## src/rtl/reg_bus_arb_pkg.sv

```systemverilog
// ---------------------------------------------------------------------------
// reg_bus_arb_pkg
// Shared types and helpers for the register-bus round-robin arbiter.
//   arb_state_e : arbiter FSM state (IDLE, BUSY)
//   idx_width() : width of an index into n items, never less than 1 bit
// ---------------------------------------------------------------------------
package reg_bus_arb_pkg;

   typedef enum logic {
      IDLE = 1'b0,
      BUSY = 1'b1
   } arb_state_e;

   function automatic int unsigned idx_width(input int unsigned n);
      return (n > 1) ? $clog2(n) : 1;
   endfunction

endpackage

```

## src/rtl/reg_bus_rr_pick.sv

```systemverilog
// ---------------------------------------------------------------------------
// reg_bus_rr_pick
// Combinational rotate-priority encoder. Returns the first set bit of req
// at or after position ptr, wrapping modulo NumReq.
// Ports:
//   req : request vector, NumReq bits
//   ptr : round-robin start position
//   idx : index of the selected request (0 when none set)
//   any : at least one request set
// ---------------------------------------------------------------------------
module reg_bus_rr_pick
   import reg_bus_arb_pkg::*;
#(
   parameter int unsigned NumReq = 4,
   localparam int unsigned IdxW = idx_width(NumReq)
) (
   input  logic [NumReq-1:0] req,
   input  logic [IdxW-1:0]   ptr,
   output logic [IdxW-1:0]   idx,
   output logic              any
);

   int              cand;
   logic [IdxW-1:0] cand_idx;

   // Scan offsets from the farthest to the nearest so the candidate closest
   // to ptr is the last one written and therefore wins.
   always_comb begin
      idx      = '0;
      any      = |req;
      cand     = 0;
      cand_idx = '0;
      for (int i = int'(NumReq) - 1; i >= 0; i--) begin
         cand = int'(ptr) + i;
         if (cand >= int'(NumReq)) cand = cand - int'(NumReq);
         cand_idx = IdxW'(cand);
         if (req[cand_idx]) idx = cand_idx;
      end
   end

endmodule

```

## src/rtl/reg_bus_rr_arbiter.sv

```systemverilog
// ---------------------------------------------------------------------------
// reg_bus_rr_arbiter
// Round-robin arbiter sharing one register-bus target among NumReq
// requesters. One access at a time; the grant is held until the target
// answers with mgr_ready_i, then the FSM spends one IDLE cycle re-arbitrating.
//
// Optional watchdog: define REG_BUS_RR_ARBITER_TIMEOUT_EN to abort accesses
// that stay unanswered for TimeoutCycles BUSY cycles (error response and a
// timeout_o pulse). Without it a stalled target blocks the arbiter.
//
// Handshake: requester i holds req_valid_i[i] and its fields stable until
// req_ready_o[i] pulses; req_rdata_o/req_error_o are valid only in that
// cycle. Towards the target, mgr_valid_o is held with stable fields until
// mgr_ready_i is sampled high (or the watchdog/withdrawal ends the access).
//
// Ports:
//   clk_i, rst_ni            : clock, asynchronous active-low reset
//   req_valid/write/addr/wdata/wstrb_i : per-requester request fields
//   req_rdata/ready/error_o  : per-requester response
//   mgr_valid/write/addr/wdata/wstrb_o : request to the target
//   mgr_rdata/ready/error_i  : target response
//   timeout_o                : one-cycle pulse on watchdog abort
//   state_o                  : current FSM state (observability)
// ---------------------------------------------------------------------------
module reg_bus_rr_arbiter
   import reg_bus_arb_pkg::*;
#(
   parameter int unsigned NumReq        = 4,
   parameter int unsigned AddrWidth     = 32,
   parameter int unsigned DataWidth     = 32,
   parameter int unsigned TimeoutCycles = 255
) (
   input  logic                                 clk_i,
   input  logic                                 rst_ni,
   input  logic [NumReq-1:0]                    req_valid_i,
   input  logic [NumReq-1:0]                    req_write_i,
   input  logic [NumReq-1:0][AddrWidth-1:0]     req_addr_i,
   input  logic [NumReq-1:0][DataWidth-1:0]     req_wdata_i,
   input  logic [NumReq-1:0][DataWidth/8-1:0]   req_wstrb_i,
   output logic [NumReq-1:0][DataWidth-1:0]     req_rdata_o,
   output logic [NumReq-1:0]                    req_ready_o,
   output logic [NumReq-1:0]                    req_error_o,
   output logic                                 mgr_valid_o,
   output logic                                 mgr_write_o,
   output logic [AddrWidth-1:0]                 mgr_addr_o,
   output logic [DataWidth-1:0]                 mgr_wdata_o,
   output logic [DataWidth/8-1:0]               mgr_wstrb_o,
   input  logic [DataWidth-1:0]                 mgr_rdata_i,
   input  logic                                 mgr_ready_i,
   input  logic                                 mgr_error_i,
   output logic                                 timeout_o,
   output arb_state_e                           state_o
);

   localparam int unsigned IdxW = idx_width(NumReq);

   arb_state_e      state_q, state_d;
   logic [IdxW-1:0] gnt_q, gnt_d;
   logic [IdxW-1:0] ptr_q, ptr_d;
   logic [IdxW-1:0] ptr_adv;
   logic [IdxW-1:0] pick_idx;
   logic            pick_any;

`ifdef REG_BUS_RR_ARBITER_TIMEOUT_EN
   localparam int unsigned CntW = idx_width(TimeoutCycles);
   logic [CntW-1:0] cnt_q, cnt_d;
`else
   logic unused_timeout_cfg;
   assign unused_timeout_cfg = (TimeoutCycles != 0);
`endif

   reg_bus_rr_pick #(
      .NumReq (NumReq)
   ) u_pick (
      .req (req_valid_i),
      .ptr (ptr_q),
      .idx (pick_idx),
      .any (pick_any)
   );

   // Next round-robin start: the requester after the one just served.
   assign ptr_adv = (gnt_q == IdxW'(NumReq - 1)) ? '0 : gnt_q + IdxW'(1);
   assign state_o = state_q;

   always_ff @(posedge clk_i or negedge rst_ni) begin
      if (!rst_ni) begin
         state_q <= IDLE;
         gnt_q   <= '0;
         ptr_q   <= '0;
`ifdef REG_BUS_RR_ARBITER_TIMEOUT_EN
         cnt_q   <= '0;
`endif
      end else begin
         state_q <= state_d;
         gnt_q   <= gnt_d;
         ptr_q   <= ptr_d;
`ifdef REG_BUS_RR_ARBITER_TIMEOUT_EN
         cnt_q   <= cnt_d;
`endif
      end
   end

   always_comb begin
      state_d     = state_q;
      gnt_d       = gnt_q;
      ptr_d       = ptr_q;
`ifdef REG_BUS_RR_ARBITER_TIMEOUT_EN
      cnt_d       = cnt_q;
`endif
      mgr_valid_o = 1'b0;
      mgr_write_o = 1'b0;
      mgr_addr_o  = '0;
      mgr_wdata_o = '0;
      mgr_wstrb_o = '0;
      req_rdata_o = '0;
      req_ready_o = '0;
      req_error_o = '0;
      timeout_o   = 1'b0;

      unique case (state_q)
         IDLE: begin
            if (pick_any) begin
               gnt_d   = pick_idx;
               state_d = BUSY;
`ifdef REG_BUS_RR_ARBITER_TIMEOUT_EN
               cnt_d   = '0;
`endif
            end
         end

         BUSY: begin
            mgr_valid_o = req_valid_i[gnt_q];
            mgr_write_o = req_write_i[gnt_q];
            mgr_addr_o  = req_addr_i[gnt_q];
            mgr_wdata_o = req_wdata_i[gnt_q];
            mgr_wstrb_o = req_wstrb_i[gnt_q];

            if (!req_valid_i[gnt_q]) begin
               // Requester withdrew: abandon silently, fairness pointer kept.
               state_d = IDLE;
            end else if (mgr_ready_i) begin
               req_ready_o[gnt_q] = 1'b1;
               req_error_o[gnt_q] = mgr_error_i;
               if (!req_write_i[gnt_q]) req_rdata_o[gnt_q] = mgr_rdata_i;
               ptr_d   = ptr_adv;
               state_d = IDLE;
            end
`ifdef REG_BUS_RR_ARBITER_TIMEOUT_EN
            else if (cnt_q == CntW'(TimeoutCycles - 1)) begin
               // Withdraw from the target and answer the requester ourselves.
               mgr_valid_o        = 1'b0;
               req_ready_o[gnt_q] = 1'b1;
               req_error_o[gnt_q] = 1'b1;
               timeout_o          = 1'b1;
               ptr_d              = ptr_adv;
               state_d            = IDLE;
            end else begin
               cnt_d = cnt_q + CntW'(1);
            end
`endif
         end

         default: state_d = IDLE;
      endcase
   end

endmodule

```

## config.mk

```make
export PLATFORM = sky130hd
export DESIGN_NAME = reg_bus_rr_arbiter
export DESIGN_NICKNAME = d
export VERILOG_FILES = /design/src/rtl/reg_bus_arb_pkg.sv /design/src/rtl/reg_bus_rr_pick.sv /design/src/rtl/reg_bus_rr_arbiter.sv
export SDC_FILE = /design/constraint.sdc
export NUM_CORES = 1
export LEC_CHECK = 0
export CAP_MARGIN = 40
export CELL_PAD_IN_SITES_DETAIL_PLACEMENT = 1
export CELL_PAD_IN_SITES_GLOBAL_PLACEMENT = 1
export CORE_AREA = 3 3 203 205
export CTS_CLUSTER_SIZE = 28
export DETAILED_ROUTE_END_ITERATION = 8
export DIE_AREA = 0 0 206 208
export PLACE_DENSITY = 0.55
export SYNTH_ARGS = -nofsm -noshare
export SYNTH_HDL_FRONTEND = slang
export SYNTH_SLANG_ARGS = --single-unit
```

## constraint.sdc

```tcl
create_clock -name clk_i -period 5 [get_ports clk_i]
set_input_delay 1.5 -clock clk_i [delete_from_list [all_inputs] [get_ports clk_i]]
set_output_delay 1.5 -clock clk_i [all_outputs]
set_load 0.02 [all_outputs]
```

==> results of run 1 <==
## layout by cell type, fill, tap and decap left out, types with 2 or more instances in the layout
| master | n |
|---|---|
| nand2_1 | 36 |
| inv_1 | 7 |
| nor3_4 | 2 |
| o21ai_0 | 4 |
| clkbuf_16 | 3 |
| buf_2 | 6 |
| clkbuf_2 | 87 |
| dfrtp_4 | 3 |
| a21oi_1 | 2 |
| mux2i_1 | 2 |
| nand2_2 | 2 |
| mux4_2 | 70 |
| dfrtp_1 | 2 |
| nor3_1 | 4 |
| ha_1 | 4 |
| and2_1 | 137 |
| clkdlybuf4s15_2 | 2 |
| mux2_4 | 2 |
| nor2_1 | 5 |
| and3_1 | 2 |
| nor3_2 | 60 |
| diode_2 | 3 |
| clkdlybuf4s50_1 | 385 |
| dlygate4sd2_1 | 39 |
| buf_4 | 25 |
| buf_12 | 8 |
## registers in the layout, summed over array words and instances, names as in the netlist
name	cells
gnt_q	2
ptr_q	2
state_o	1
## layout make-up
type	instances	area, sq um	area share, %
Timing Repair Buffer	554	5050	53.6
Multi-Input combinational cell	341	3470	36.8
Clock buffer	4	78.8	0.836
Antenna cell	3	7.51	0.0796
Inverter	7	26.3	0.279
Tap cell	525	657	6.97
Sequential cell	5	136	1.45
## where the power goes
part	switching, uW	leakage (uW)	internal [uW]
registers	118	0.0000566	68.4
logic	1570	0.00354	1600
clock network	26.4	0.0000382	106
## routing by layer
metal  vias to the layer above  share of wire (%)  global-route usage (%)
met2                       295                 52                    22.8
met5                         -              0.082                       0
met4                         6               0.56                    2.08
li1                       2485                  -                       -
met1                      2598                 37                    13.6
met3                        16                 10                    4.63
## stage by stage
step | power, uW | hold WS (ns) | worst slack [ns] | instances | utilization (%)
finish | 3490 | 0.534 | 0.0432 | 1439 | 23.8
floorplan | 2040 | 0.482 | 0.709 | 401 | -
CTS | 3590 | 0.535 | -0.0227 | 1436 | 24.8
global placement | 3480 | 0.505 | -0.303 | 1432 | 24.9
detailed placement | 3470 | 0.524 | -0.314 | 1432 | 24.9
global route | 3750 | 0.543 | 0.00562 | 1439 | 23.8
## how the worst max path moves through the flow
stage,slack [ns],depth (start not counted),from,to
after floorplan,0.71,4,req_write_i[3],req_rdata_o[127]
after global placement,-0.30,7,req_write_i[3],req_rdata_o[58]
after detailed placement,-0.31,7,req_write_i[3],req_rdata_o[123]
after CTS,-0.02,7,req_write_i[3],req_rdata_o[58]
after global routing,0.006,7,req_valid_i[0],req_error_o[3]
final,0.04,7,req_write_i[3],req_rdata_o[0]
## cells by family after synthesis
group,count (synthesis)
adders and majority gates,4
DFF,5
buffers and inverters,55
AOI/OAI and AO/OA,11
other,1
muxes,74
and+or+nand+nor,251
==> impl_metrics.py, run 1 <==
metrics = {
    "run_status": {
        "status": "finished clean",
    },
    "timing": {
        "fmax_mhz": 202,
        "drv_slew": 0,
        "slew_headroom_pct": 56.6,
        "min_period_over_period_pct": 99.1,
        "worst_pin_slew_ns": 0.651,
        "rsz0062_at_grt": "no",
        "clock_skew_ns": 0.000252,
        "hold_violations": 0,
        "final-setup-viol-count": 0,
        "fin_setup_tns_ns": 0,
        "min_period_ns": 4.96,
    },
    "logic_synthesis": {
        "syn_avg_cell_area_sq_um": 9.80,
        "yosysWarnings": 0,
        "synthArstFlopShare_pct": 100,
        "syn_inst": 401,
        "synth_edf_count": 0,
        "synth_common_cells": "and2_1, mux4_2, nor3_2",
        "synth_area_sq_um": 3930,
        "synth-xor-area-share_pct": 0,
        "netlist.area_leader.share_pct": 40.1,
        "synth_top_family_by_area": "simple AND/OR/NAND/NOR gates",
        "yosysSeqAreaShare_pct": 3.18,
        "yosysMostFrequentCell": "and2_1",
        "synth_compound_area_share_pct": 1.91,
        "synthMuxAreaShare_pct": 41.4,
        "synth_area_leaders": "mux4_2, and2_1, nor3_2",
        "yosysTopAreaCell": "mux4_2",
        "ys.flop_type": "dfrtp_1",
        "syn-num-nets": 721,
        "synth_seq_cells": 5,
        "synthSimpleGateAreaFrac_pct": 43.5,
        "synthAdderAreaFrac_pct": 1.27,
        "synth_cell_types": 28,
    },
    "grt": {
        "grt-ovfl-total": 0,
        "grt_pass1_wl_microns": 39900,
        "grt_max_degree": 49,
        "antenna_found_initial": 7,
        "grt_pass1_vias": 6021,
        "grt.total_usage_pct": 12.4,
    },
    "clocking": {
        "postCtsSetupBuffers": 0,
        "numCtsBuffers": 3,
        "cts_tree": "done",
        "cts_resized": 204,
        "clk_latency_ns": 0.23,
        "cts.sinks": 5,
        "clkTransAtPathRegs_ns": 0.03,
        "cts_buffer_depth": 2,
        "hold_buffers": 0,
        "clock-root-buffer": "clkbuf_16",
        "htree_levels": 1,
    },
    "floorplanning": {
        "dieWidth_microns": 206,
        "rows": 73,
        "coreArea_sq_um": 39600,
        "io_pins": 524,
        "fp.dieH_microns": 208,
        "start_util_pct": 9.91,
        "die-area_sq_um": 42800,
    },
    "layout": {
        "nFillCells": 4710,
        "synthToLayoutAreaGrowth_pct": 140,
        "final_cell_area_sq_um": 9430,
        "drive_above_1_share_pct": 30.0,
        "nets": 1232,
    },
    "worst_setup_path": {
        "r2r_setup_slack_ns": 2.95,
        "arrival_ns": 3.46,
        "cp_slowest_stage_delay_ns": 0.51,
        "critPathSlowestCell": "mux4_2",
        "crit_chain": "clkdlybuf4s50_1 -> mux4_2 -> nand2b_4 -> buf_12 -> buf_4 -> nor3_2 -> clkdlybuf4s15_1",
        "r2r_end": "ptr_q[1]",
        "critPathCaptureType": "output port",
        "cp-start-kind": "primary input",
        "cp_max_fo": 23,
        "crit_family": "buffers and inverters",
        "r2r-start": "gnt_q[1]",
        "crit_required_ns": 3.50,
        "path_buf_inv": 4,
        "crit_type": "primary input to output port",
        "r2r_cells": 5,
    },
    "run": {
        "drv_cap": 0,
    },
    "detailed_routing": {
        "wire_per_inst_microns": 19.5,
        "route.detailed.drc": 0,
        "postRouteAntennaNets": 0,
        "vias": 5400,
        "vias_per_cell": 3.75,
        "wirelength_microns": 28000,
        "drt-initial-drc-count": 165,
        "firstDrtPassIters": 4,
    },
    "placement": {
        "place_hpwl_microns": 24100,
        "port_buffers": 522,
        "placed_cell_area_sq_um": 9850,
        "place_congestion": 0.805,
    },
    "min_path": {
        "hold_path_end": "ptr_q[0]",
        "hold-path-cell-count": 1,
        "min_path_type": "register to register",
        "hold_start": "ptr_q[0]",
    },
    "pwr": {
        "p_leak_uw": 0.00364,
        "powerDensity_nw_per_um2": 370,
        "ir_drop_v": 0.000197,
    },
}
Power figures use the tool's default switching activity.
==> run 2: changes to the inputs <==
- ABC_AREA: unset -> 1
- CORE_AREA: 3 3 203 205 -> 3 3 204 206
- DIE_AREA: 0 0 206 208 -> 0 0 207 209
- PLACE_DENSITY: 0.55 -> 0.62
==> run 2 against run 1 <==
Count of clock-buffer cells in the layout unchanged. Flip-flop and latch count unchanged. First-iteration DRC count up 110%. Synthesized cell count is 100% higher. Critical path type unchanged. Largest power group unchanged. Highest routed layer unchanged.
==> impl_metrics.py, run 2 <==
metrics = {
    "floorplanning": {
        "fp.dieH_microns": 209,
        "rows": 73,
        "coreArea_sq_um": 39800,
        "die-area_sq_um": 43300,
        "start_util_pct": 9.29,
        "io_pins": 524,
        "dieWidth_microns": 207,
    },
    "detailed_routing": {
        "postRouteAntennaNets": 0,
        "vias_per_cell": 3.97,
        "wirelength_microns": 30700,
        "route.detailed.drc": 0,
        "vias": 7215,
        "firstDrtPassIters": 4,
        "drt-initial-drc-count": 352,
        "wire_per_inst_microns": 16.9,
    },
    "clocking": {
        "cts.sinks": 5,
        "cts_buffer_depth": 2,
        "numCtsBuffers": 3,
        "clkTransAtPathRegs_ns": 0.03,
        "htree_levels": 1,
        "cts_tree": "done",
        "clock-root-buffer": "clkbuf_16",
        "clk_latency_ns": 0.23,
        "hold_buffers": 0,
    },
    "timing": {
        "min_period_over_period_pct": 98.1,
        "hold_violations": 0,
        "slew_headroom_pct": 61.0,
        "final-setup-viol-count": 0,
        "worst_pin_slew_ns": 0.580,
        "clock_skew_ns": 0.000357,
        "rsz0062_at_grt": "no",
        "fmax_mhz": 204,
        "min_period_ns": 4.90,
        "drv_slew": 0,
    },
    "layout": {
        "regArea_sq_um": 130,
        "nets": 1614,
        "drive_above_1_share_pct": 5.65,
        "post-route-util_pct": 23.5,
        "final_cell_area_sq_um": 9360,
        "synthToLayoutAreaGrowth_pct": 153,
        "final_cell_mix": "nor2_1, clkdlybuf4s50_1, o21ai_0",
        "multi_input_area_sq_um": 3100,
        "layout_commonest_cell": "nor2_1",
        "nFillCells": 5073,
    },
    "pwr": {
        "p_leak_uw": 0.00400,
        "power_switching_uw": 2430,
        "sw_frac_of_total_pct": 58.3,
        "seqPwrFrac_pct": 4.0,
        "comb_power_share_pct": 92.8,
        "clkPwrFrac_pct": 3.2,
        "power.internal_uw": 1730,
        "ir_drop_v": 0.000195,
        "powerDensity_nw_per_um2": 445,
    },
    "grt": {
        "antenna_found_initial": 4,
        "grt_max_degree": 87,
        "grt_pass1_wl_microns": 44400,
        "grt.total_usage_pct": 12.9,
        "grt-ovfl-total": 0,
        "grt_pass1_vias": 7158,
    },
    "logic_synthesis": {
        "synth_cell_types": 25,
        "ys.flop_type": "dfrtp_1",
        "synth_area_sq_um": 3700,
        "synth_common_cells": "nor2_1, o21ai_0, a21oi_1",
        "synthArstFlopShare_pct": 100,
        "syn_avg_cell_area_sq_um": 4.58,
        "yosysMostFrequentCell": "nor2_1",
        "syn_inst": 808,
        "yosysWarnings": 0,
        "yosysSeqAreaShare_pct": 3.38,
        "synth_area_leaders": "nor2_1, o21ai_0, a21oi_1",
        "syn-num-nets": 1128,
        "yosysTopAreaCell": "nor2_1",
        "netlist.area_leader.share_pct": 41.7,
        "synth_seq_cells": 5,
        "synth_edf_count": 0,
    },
    "placement": {
        "placed_cell_area_sq_um": 9490,
        "place_congestion": 0.799,
        "place_hpwl_microns": 24900,
        "port_buffers": 522,
    },
    "worst_setup_path": {
        "arrival_ns": 3.40,
        "cp_max_fo": 34,
        "crit_type": "primary input to output port",
        "crit_required_ns": 3.50,
        "critPathCaptureType": "output port",
        "cp-start-kind": "primary input",
    },
    "run": {
        "drv_cap": 0,
    },
    "run_status": {
        "status": "finished clean",
    },
    "min_path": {
        "min_path_type": "register to register",
    },
}
## run 2: cell types whose count changed in the layout (fill, tap and decap cells not counted), sizes merged, moves of 21 or more
cell           delta
nor2            +406
o21ai           +138
and2            -136
a21oi            +70
mux4             -70
nor3             -66
clkbuf           -62
dlygate4sd2      +46
nand2            +31
clkdlybuf4s15    +21
## run 2: worst paths after layout
kind                       slack, ns      startpoint              end  depth (start not counted)
setup reg to reg                3.20        gnt_q[0]         ptr_q[0]                          8
max in group asynchronous       3.25          rst_ni         gnt_q[0]                          1
min in group asynchronous       1.51          rst_ni          state_o                          1
setup / recovery                 0.1  req_valid_i[1]  req_rdata_o[21]                         10
hold reg to reg                 0.64        ptr_q[1]         ptr_q[1]                          2
hold / removal                  0.64        ptr_q[1]         ptr_q[1]                          2
## run 2: critical path: stages
cell and delay, ns:
clkdlybuf4s50_1 0.50, inv_1 0.08, a21oi_1 0.12, o21ai_0 0.16, nand2_4 0.14, buf_4 0.15
nand4_4 0.08, buf_12 0.19, nor2_1 0.12, dlygate4sd2_1 0.34
## run 2: power by group through the flow
stage | Combinational (uW) | Clock, uW | Sequential (uW)
finish | 3860 | 135 | 167
global route | 4240 | 139 | 182
CTS | 3960 | 137 | 177
detailed placement | 3950 | 0 | 176
global placement | 3920 | 0 | 175
floorplan | 2220 | 0 | 78.9
## run 2: cell type report
cell class / instances / area share, %
tap: 525 / 7.02
clock buffer: 4 / 0.842
multi-input combinational: 714 / 33.1
timing repair buffer: 553 / 56.9
antenna: 1 / 0.0267
sequential: 5 / 1.39
inverter: 17 / 0.708
## run 2: stage by stage
stage | setup TNS, ns | setup WS [ns] | power [uW] | hold slack (ns) | std cells
after floorplan | 0 | 0.942 | 2300 | 0.535 | 808
after global placement | -14.59 | -0.180 | 4090 | 0.615 | 1811
after detailed placement | -15.61 | -0.187 | 4120 | 0.636 | 1811
after CTS | 0 | 0.0374 | 4270 | 0.655 | 1818
after global routing | 0 | 0.000799 | 4560 | 0.716 | 1819
final | 0 | 0.0966 | 4160 | 0.638 | 1819
## run 2: per-layer routing
layer / part of all wire [%] / track usage [%] / up-vias
met3: 7.7 / 3.17 / 19
met1: 39 / 14.6 / 3314
met2: 52 / 24.9 / 336
li1: - / - / 3544
met5: 0.042 / 0 / -
met4: 0.89 / 1.66 / 2
## run 2: what timing repair did
action / 4_1_cts / 5_1_grt
setup endpoints to repair: 135 / 50
setup buffers: 3 / 0
pin swaps: 1 / 0
resized for setup: 134 / 75
## run 2: cells by family (layout without fill, tap and decap cells)
group / after synthesis / in the layout / share of synthesized area, %
AO/OA/AOI/OAI: 216 / 216 / 29.8
adder cells (fa/ha/maj): 4 / 4 / 1.35
other: 1 / 2 / 0.101
flip-flops: 5 / 5 / 3.38
buffers and inverters: 89 / 574 / 12.9
AND/OR/NAND/NOR: 493 / 493 / 52.5
==> run 3: changes to the inputs <==
- CTS_CLUSTER_DIAMETER: unset -> 200
==> results of run 3 <==
Same layout as run 2: the final DEF is identical, and so are final timing and power.
